### config.mk
export PLATFORM = sky130hd
export DESIGN_NAME = seqburst_arbiter_flat
export DESIGN_NICKNAME = d
export VERILOG_FILES = /design/src/rtl/seqburst_arbiter_if.sv /design/src/rtl/seqburst_arbiter.sv /design/src/flat_wrapper.sv
export SDC_FILE = /design/constraint.sdc
export NUM_CORES = 1
export LEC_CHECK = 0
export BUFFER_PORTS_ARGS = -buffer_cell sky130_fd_sc_hd__buf_2
export CORE_MARGIN = 10
export CORE_UTILIZATION = 50
export CTS_CLUSTER_SIZE = 8
export DETAILED_ROUTE_END_ITERATION = 10
export GPL_TIMING_DRIVEN = 1
export PLACE_DENSITY = 0.76
export SYNTH_ARGS = -nofsm -noshare
export SYNTH_HDL_FRONTEND = slang
export SYNTH_SLANG_ARGS = --single-unit
### constraint.sdc
create_clock -name clk -period 2.5 [get_ports clk]
set_clock_uncertainty 0.15 [all_clocks]
set_input_delay 0.125 -clock clk [delete_from_list [all_inputs] [get_ports clk]]
set_output_delay 0.125 -clock clk [all_outputs]
set_load 0.005 [all_outputs]
### src/rtl/seqburst_arbiter_if.sv
// Handshake bundle between the burst arbiter and its two requesters / video memory.
// The slave modport is the arbiter's view; the master modport drives requests and ready.
interface seqburst_arbiter_if #(
    parameter int WWIDTH = 8
);
    logic              req0;
    logic [WWIDTH-1:0] start_addr0;
    logic              req1;
    logic [WWIDTH-1:0] start_addr1;
    logic [1:0]        grant;
    logic [1:0]        done;
    logic [WWIDTH-1:0] addr_out;
    logic              addr_valid;
    logic              addr_ready;
    logic              busy;

    modport slave (
        input  req0, start_addr0, req1, start_addr1, addr_ready,
        output grant, done, addr_out, addr_valid, busy
    );

    modport master (
        output req0, start_addr0, req1, start_addr1, addr_ready,
        input  grant, done, addr_out, addr_valid, busy
    );
endinterface

### src/rtl/seqburst_arbiter.sv
// Round-robin arbiter sharing one burst address sequencer between the display line
// fetch (requester 0) and the auxiliary/CPU fetch (requester 1).
module seqburst_arbiter #(
    parameter int BURSTLEN = 16,
    parameter int STRIDE   = 1,
    parameter int CWIDTH   = 4,
    parameter int WWIDTH   = 8
) (
    input logic              clk,
    input logic              rst,
    seqburst_arbiter_if.slave bus
);
    localparam logic [CWIDTH-1:0] LAST_COUNT = CWIDTH'(BURSTLEN - 1);
    localparam logic [WWIDTH-1:0] STEP       = WWIDTH'(STRIDE);

    typedef enum logic [1:0] {
        IDLE  = 2'd0,
        BURST = 2'd1,
        DONE  = 2'd2
    } state_t;

    state_t            state;
    logic [CWIDTH-1:0] count;
    logic              last;
    logic [1:0]        grant_q;
    logic [1:0]        done_q;
    logic [WWIDTH-1:0] addr_q;
    logic              valid_q;
    logic              busy_q;

    logic              winner;
    logic [WWIDTH-1:0] winner_addr;
    logic              owner;
    logic              owner_req;
    logic              accept;

    // On a tie the requester that was not served last wins; otherwise the lone requester.
    always_comb begin
        winner      = (bus.req0 && bus.req1) ? ~last : bus.req1;
        winner_addr = winner ? bus.start_addr1 : bus.start_addr0;
        owner       = grant_q[1];
        owner_req   = owner ? bus.req1 : bus.req0;
        accept      = valid_q && bus.addr_ready;
    end

    always_ff @(posedge clk or posedge rst) begin
        if (rst) begin
            state   <= IDLE;
            count   <= '0;
            last    <= 1'b1;
            grant_q <= 2'b00;
            done_q  <= 2'b00;
            addr_q  <= '0;
            valid_q <= 1'b0;
            busy_q  <= 1'b0;
        end else begin
            case (state)
                IDLE: begin
                    done_q <= 2'b00;
                    if (bus.req0 || bus.req1) begin
                        addr_q  <= winner_addr;
                        grant_q <= winner ? 2'b10 : 2'b01;
                        count   <= '0;
                        valid_q <= 1'b1;
                        busy_q  <= 1'b1;
                        state   <= BURST;
                    end
                end
                BURST: begin
                    // A dropped request aborts the burst and wins over a completing beat.
                    if (!owner_req) begin
                        grant_q <= 2'b00;
                        valid_q <= 1'b0;
                        busy_q  <= 1'b0;
                        last    <= owner;
                        state   <= IDLE;
                    end else if (accept) begin
                        if (count == LAST_COUNT) begin
                            valid_q <= 1'b0;
                            done_q  <= grant_q;
                            state   <= DONE;
                        end else begin
                            addr_q <= addr_q + STEP;
                            count  <= count + 1'b1;
                        end
                    end
                end
                DONE: begin
                    done_q  <= 2'b00;
                    grant_q <= 2'b00;
                    busy_q  <= 1'b0;
                    last    <= owner;
                    state   <= IDLE;
                end
                default: begin
                    grant_q <= 2'b00;
                    done_q  <= 2'b00;
                    valid_q <= 1'b0;
                    busy_q  <= 1'b0;
                    state   <= IDLE;
                end
            endcase
        end
    end

    assign bus.grant      = grant_q;
    assign bus.done       = done_q;
    assign bus.addr_out   = addr_q;
    assign bus.addr_valid = valid_q;
    assign bus.busy       = busy_q;
endmodule

### src/flat_wrapper.sv
// flat-port wrapper written by rule: the top's interface ports become plain ports
module seqburst_arbiter_flat 
#(
    parameter int BURSTLEN = 16,
    parameter int STRIDE   = 1,
    parameter int CWIDTH   = 4,
    parameter int WWIDTH   = 8
)
  (clk, rst, bus_req0, bus_start_addr0, bus_req1, bus_start_addr1, bus_addr_ready, bus_grant, bus_done, bus_addr_out, bus_addr_valid, bus_busy);
  seqburst_arbiter_if #(.WWIDTH(WWIDTH)) bus_i ();
  input logic clk;
  input logic rst;
  input wire logic [$bits(bus_i.req0)-1:0] bus_req0;
  input wire logic [$bits(bus_i.start_addr0)-1:0] bus_start_addr0;
  input wire logic [$bits(bus_i.req1)-1:0] bus_req1;
  input wire logic [$bits(bus_i.start_addr1)-1:0] bus_start_addr1;
  input wire logic [$bits(bus_i.addr_ready)-1:0] bus_addr_ready;
  output wire logic [$bits(bus_i.grant)-1:0] bus_grant;
  output wire logic [$bits(bus_i.done)-1:0] bus_done;
  output wire logic [$bits(bus_i.addr_out)-1:0] bus_addr_out;
  output wire logic [$bits(bus_i.addr_valid)-1:0] bus_addr_valid;
  output wire logic [$bits(bus_i.busy)-1:0] bus_busy;
  assign bus_i.req0 = bus_req0;
  assign bus_i.start_addr0 = bus_start_addr0;
  assign bus_i.req1 = bus_req1;
  assign bus_i.start_addr1 = bus_start_addr1;
  assign bus_i.addr_ready = bus_addr_ready;
  assign bus_grant = bus_i.grant;
  assign bus_done = bus_i.done;
  assign bus_addr_out = bus_i.addr_out;
  assign bus_addr_valid = bus_i.addr_valid;
  assign bus_busy = bus_i.busy;
  seqburst_arbiter #(.BURSTLEN(BURSTLEN), .STRIDE(STRIDE), .CWIDTH(CWIDTH), .WWIDTH(WWIDTH)) u_core (.clk(clk), .rst(rst), .bus(bus_i));
endmodule
# After elaboration in Yosys (flattened, before gate mapping)
# Index checks and enable logic that the tools add are counted.
dict set report totals {
  in_bits 21
  wordCells 70
  out_inout_bits 14
  register_bits 21
}
dict set report classes {
  n_bitwise 2
  n_eq_ne 11
  n_reduce_logical 12
  n_addsub 2
  mux 35
}
# cell count
set op_table {}
lappend op_table {{$mux 8} 5}
lappend op_table {{$mux 2} 11}
lappend op_table {{$mux 4} 4}
lappend op_table {{$pmux 8 s2} 1}
lappend op_table {{$add 8x1->8 const B} 1}
lappend op_table {{$mux 1} 8}
lappend op_table {{$ne 2x1->1 const B} 4}
lappend op_table {{$pmux 2 s2} 2}
lappend op_table {{$pmux 4 s2} 1}
lappend op_table {{$ne 3x3->1 const B} 2}
lappend op_table {{$reduce_and 3->1} 2}
lappend op_table {{$reduce_and 5->1} 1}
lappend op_table {{$add 4x1->4 const B} 1}
lappend op_table {{$eq 4x4->1 const B} 1}
lappend op_table {{$ne 2x2->1 const B} 2}
lappend op_table {{$pmux 1 s2} 2}
lappend op_table {{$reduce_and 2->1} 2}
lappend op_table {{$reduce_and 4->1} 1}
lappend op_table {{$reduce_bool 2->1} 2}
lappend op_table {{$pmux 1 s3} 1}
lappend op_table {{$eq 2x1->1 const B} 1}
lappend op_table {{$eq 2x2->1 const B} 1}
lappend op_table {{$logic_and 1x1->1} 2}
lappend op_table {{$logic_not 2->1} 1}
lappend op_table {{2 further kinds} 3}

# Logic depth before layout (Yosys ltp)
dict set report depth {
  depth_word 5
  depth_mapped 7
  depth_no_buf 5
}

# Worst setup path before layout
# No wires, ideal clock.
dict set report synth_path {
  path_type {flip-flop to flip-flop}
  from {register u_core.grant_q[1], in the netlist u_core.bus.grant[1]}
  to {register u_core.addr_q[1], in the netlist u_core.bus.addr_out[1]}
  stages_incl_launch_ff 7
  setup_time_ns 0.125
  t_required_ns 2.225
  slack_ns 0.672
  arrival_ns 1.553
  cell_sequence {dfrtp_1 buf_6 mux2_4 a31oi_4 or2_1 buf_6 mux2_4}
}
dict set report synth_between {
  elab_chain_cells 3
}
# item line_no
set synth_lines {}
lappend synth_lines {{start: declaration} seqburst_arbiter.sv:25} ;# logic [1:0] grant_q;
lappend synth_lines {{start signal: assignment} seqburst_arbiter.sv:62} ;# grant_q <= winner ? 2'b10 : 2'b01;
lappend synth_lines {{$mux 1} seqburst_arbiter.sv:42} ;# owner_req = owner ? bus.req1 : bus.req0;
lappend synth_lines {{$ne 2x1->1 (no line)} n/a}
lappend synth_lines {{$reduce_and 5->1 (no line)} n/a}
lappend synth_lines {{end signal: assignment} seqburst_arbiter.sv:61} ;# addr_q <= winner_addr;
lappend synth_lines {{end signal: assignment} seqburst_arbiter.sv:83} ;# addr_q <= addr_q + STEP;
lappend synth_lines {{end: declaration} seqburst_arbiter.sv:27} ;# logic [WWIDTH-1:0] addr_q;
# No other way between the ends.
# A chain may end at the register's enable or synchronous reset.

# Worst setup path in the final report
# Ends and elaborated chain as after synthesis.

==> results.json <==
{
  "insertion_delay_ps": 300,
  "die-area_um2": 5116,
  "synth_nets": 161,
  "drtPass1Iterations": 4,
  "clk_pin_slew_ps": 120,
  "slew_violations": 0,
  "endpoint_kind": "flip-flop",
  "cts_buffers": 3,
  "rrSetupSlack_ps": 360,
  "critPathBufInv": 0,
  "overflow": 0,
  "place_inst": 196,
  "layout-drive-gt1-share_pct": 28.07,
  "synth_edf_count": 0,
  "cp_common_cell": "mux2_4",
  "grt_max_degree": 22,
  "finalCritPeriodShare_pct": 85.76,
  "cts_root_buffer": "clkbuf_4",
  "syn_inst": 138,
  "relSlewSlack_pct": 47.02,
  "maxCapViolations": 0,
  "grt_first_pass_wirelength_um": 5464,
  "fmax_mhz": 466.4,
  "gp_congestion": 0.9281,
  "cp.arrival_ps": 2200,
  "clockBufferDepth": 2,
  "fillCellCount": 230,
  "path_class": "flip-flop to flip-flop",
  "tightest_slew_ps": 793.8,
  "start_util_pct": 53.10,
  "area_growth_pct": 14.89,
  "crit_end": "u_core.bus.addr_out[1]",
  "yosys_warnings": 0,
  "ys_ff_latch": 21,
  "fin_tns_setup_ps": 0,
  "htreeDepth": 1,
  "cp_slowest_cell": "dfrtp_1",
  "fp.dieW_um": 71.53,
  "drc_errors": 0,
  "antenna_found_initial": 0,
  "reg2reg_to": "u_core.bus.addr_out[1]",
  "async_flop_share_pct": 100.0,
  "reg2regPathDepth": 4,
  "finalWorstPathRequiredPeriod_ps": 2144,
  "die_height_um": 71.53,
  "num_antenna_cells": 0,
  "ys_top_cells_by_count": "dfrtp_1 (20), nor2_1 (11), o21ai_0 (11)",
  "first_global_vias": 1209,
  "ys_top_cells_by_area": "dfrtp_1 (38%), mux2i_1 (7.5%), o21ai_0 (4.1%)",
  "core_area_um2": 2500,
  "rsz0062_at_grt": "no",
  "post-synth-top-area-cell": "dfrtp_1",
  "setup_viol": 0,
  "vias": 1201,
  "synth-main-ff-cell": "dfrtp_1",
  "wl_um": 3240,
  "cp_num_cells": 4,
  "drt_iter0_drc": 77,
  "synth_cell_types": 42,
  "startpoint": "u_core.bus.grant[1]",
  "post-cts-setup-buffers": 0,
  "netlist_area_um2": 1328,
  "slowest_delay_ps": 530,
  "post_cts_resized": 0,
  "cts_hold_buf": 1,
  "cts_tree": "built",
  "seq_area_frac_synth_pct": 39.68,
  "ant_nets": 0,
  "final_nets": 195,
  "ir_worst_vdd_mv": 0.6127,
  "io_buffers": 34,
  "grtUsageTotal_pct": 12.50,
  "avgSynthCellArea_um2": 9.620,
  "cp-start-kind": "flip-flop",
  "r2r_start": "u_core.bus.grant[1]",
  "dpl.hpwl_um": 2513,
  "cp.required_ps": 2560,
  "instances_no_fill": 201,
  "crit_fanout": 11,
  "critPathTopFamily": "multiplexers",
  "hold_viol_final": 0,
  "yosysMostFrequentCell": "dfrtp_1",
  "io_pins": 35,
  "via_per_inst": 5.975,
  "netlist.area_leader.share_pct": 37.70,
  "wl_per_cell_um": 16.12,
  "hp-class": "input pin to flip-flop",
  "clock-sinks": 21,
  "fp-row-count": 18,
  "leakagePower_nw": 0.6999,
  "outcome": "finished, final reports clean",
  "worstPathCellList": "mux2_4, a31oi_4, or2_1, mux2_4",
  "pwr_density_cell_nw_per_um2": 1137
}
==> stage by stage <==
step           power, mW  util (%)  instance area [um^2]  hold slack (ps)  worst slack (ps)
3_3_place_gp       1.534     59.56                  1489            162.9             469.8
4_1_cts            1.739     61.01                  1525            13.35             365.0
2_1_floorplan      1.340         -                  1328           -49.21             671.9
6_report           1.735     61.01                  1525            16.83             356.1
3_5_place_dp       1.570     59.56                  1489            165.3             379.8
5_1_grt            1.897     61.01                  1525            9.858             247.0
==> placed cells by master, fill, tap and decap left out, types with 2 or more instances in the layout <==
| cell | instances |
|---|---|
| nor2_1 | 11 |
| a31oi_1 | 4 |
| clkbuf_4 | 3 |
| a22oi_1 | 2 |
| nor3_1 | 8 |
| ha_1 | 2 |
| dfrtp_1 | 20 |
| nand4_1 | 2 |
| buf_2 | 34 |
| nand2_1 | 7 |
| nand3_1 | 7 |
| mux2i_1 | 10 |
| o21ai_0 | 11 |
| a211oi_1 | 2 |
| a21oi_1 | 5 |
| a21o_1 | 2 |
| buf_4 | 4 |
| mux2_4 | 2 |
| mux2_2 | 2 |
| o22a_1 | 5 |
| nor2b_1 | 2 |
| or2_1 | 2 |
| a32oi_1 | 2 |
| and3_1 | 3 |
==> sequential cells by signal, indices dropped and copies added, names as in the netlist <==
signal,count
u_core.bus.busy,1
u_core.bus.addr_valid,1
u_core.bus.addr_out,8
u_core.count,4
u_core.bus.done,2
u_core.state,2
u_core.bus.grant,2
u_core.last,1
==> how the worst min path moves through the flow <==
stage	startpoint	end	slack, ps	depth (start not counted)
after floorplan	rst	u_core.bus.addr_out[0]	-50	1
after global placement	rst	u_core.bus.done[0]	160	2
after detailed placement	rst	u_core.bus.done[0]	170	2
after CTS	bus_req1	u_core.bus.busy	10	3
after global routing	bus_req1	u_core.bus.busy	10	3
final	bus_req1	u_core.bus.busy	20	3
==> worst register-to-register path, stage by stage, from the launching register on <==
cell and delay (ps):
dfrtp_1 530, mux2_4 380, a31oi_4 330, or2_1 330, mux2_4 330
==> where the power goes <==
group | internal, mW | switching, mW | leakage, nW
Clock | 0.0622 | 0.102 | 0.0150
Combinational | 0.436 | 0.462 | 0.430
Sequential | 0.482 | 0.191 | 0.255
Total | 0.980 | 0.755 | 0.700
==> layer usage <==
| metal | share of wire (%) | global-route usage [%] | up-vias |
|---|---|---|---|
| met5 | 0 | 0 | - |
| met4 | 0.71 | 3.656 | 0 |
| met3 | 5.0 | 3.030 | 4 |
| met2 | 47 | 20.10 | 33 |
| met1 | 47 | 16.09 | 575 |
| li1 | - | - | 589 |
==> logic make-up (layout without fill, tap and decap cells) <==
| group | after synthesis | after routing | share of synthesized area [%] |
|---|---|---|---|
| buffers and inverters | 11 | 44 | 6.032 |
| AND/OR/NAND/NOR | 48 | 48 | 18.10 |
| AO/OA/AOI/OAI | 42 | 42 | 22.81 |
| adder cells (fa/ha/maj) | 2 | 2 | 1.885 |
| multiplexers | 14 | 14 | 11.50 |
| flip-flops | 21 | 21 | 39.68 |
==> area by class of cell <==
class	count	area, um^2	share of cell area [%]
Inverter	1	3.754	0.2461
Tap cell	30	37.54	2.461
Multi-Input combinational cell	106	720.7	47.25
Sequential cell	21	526.8	34.54
Timing Repair Buffer	39	210.2	13.78
Clock buffer	4	26.28	1.723
Note: power is estimated with default switching activity, not from simulation.
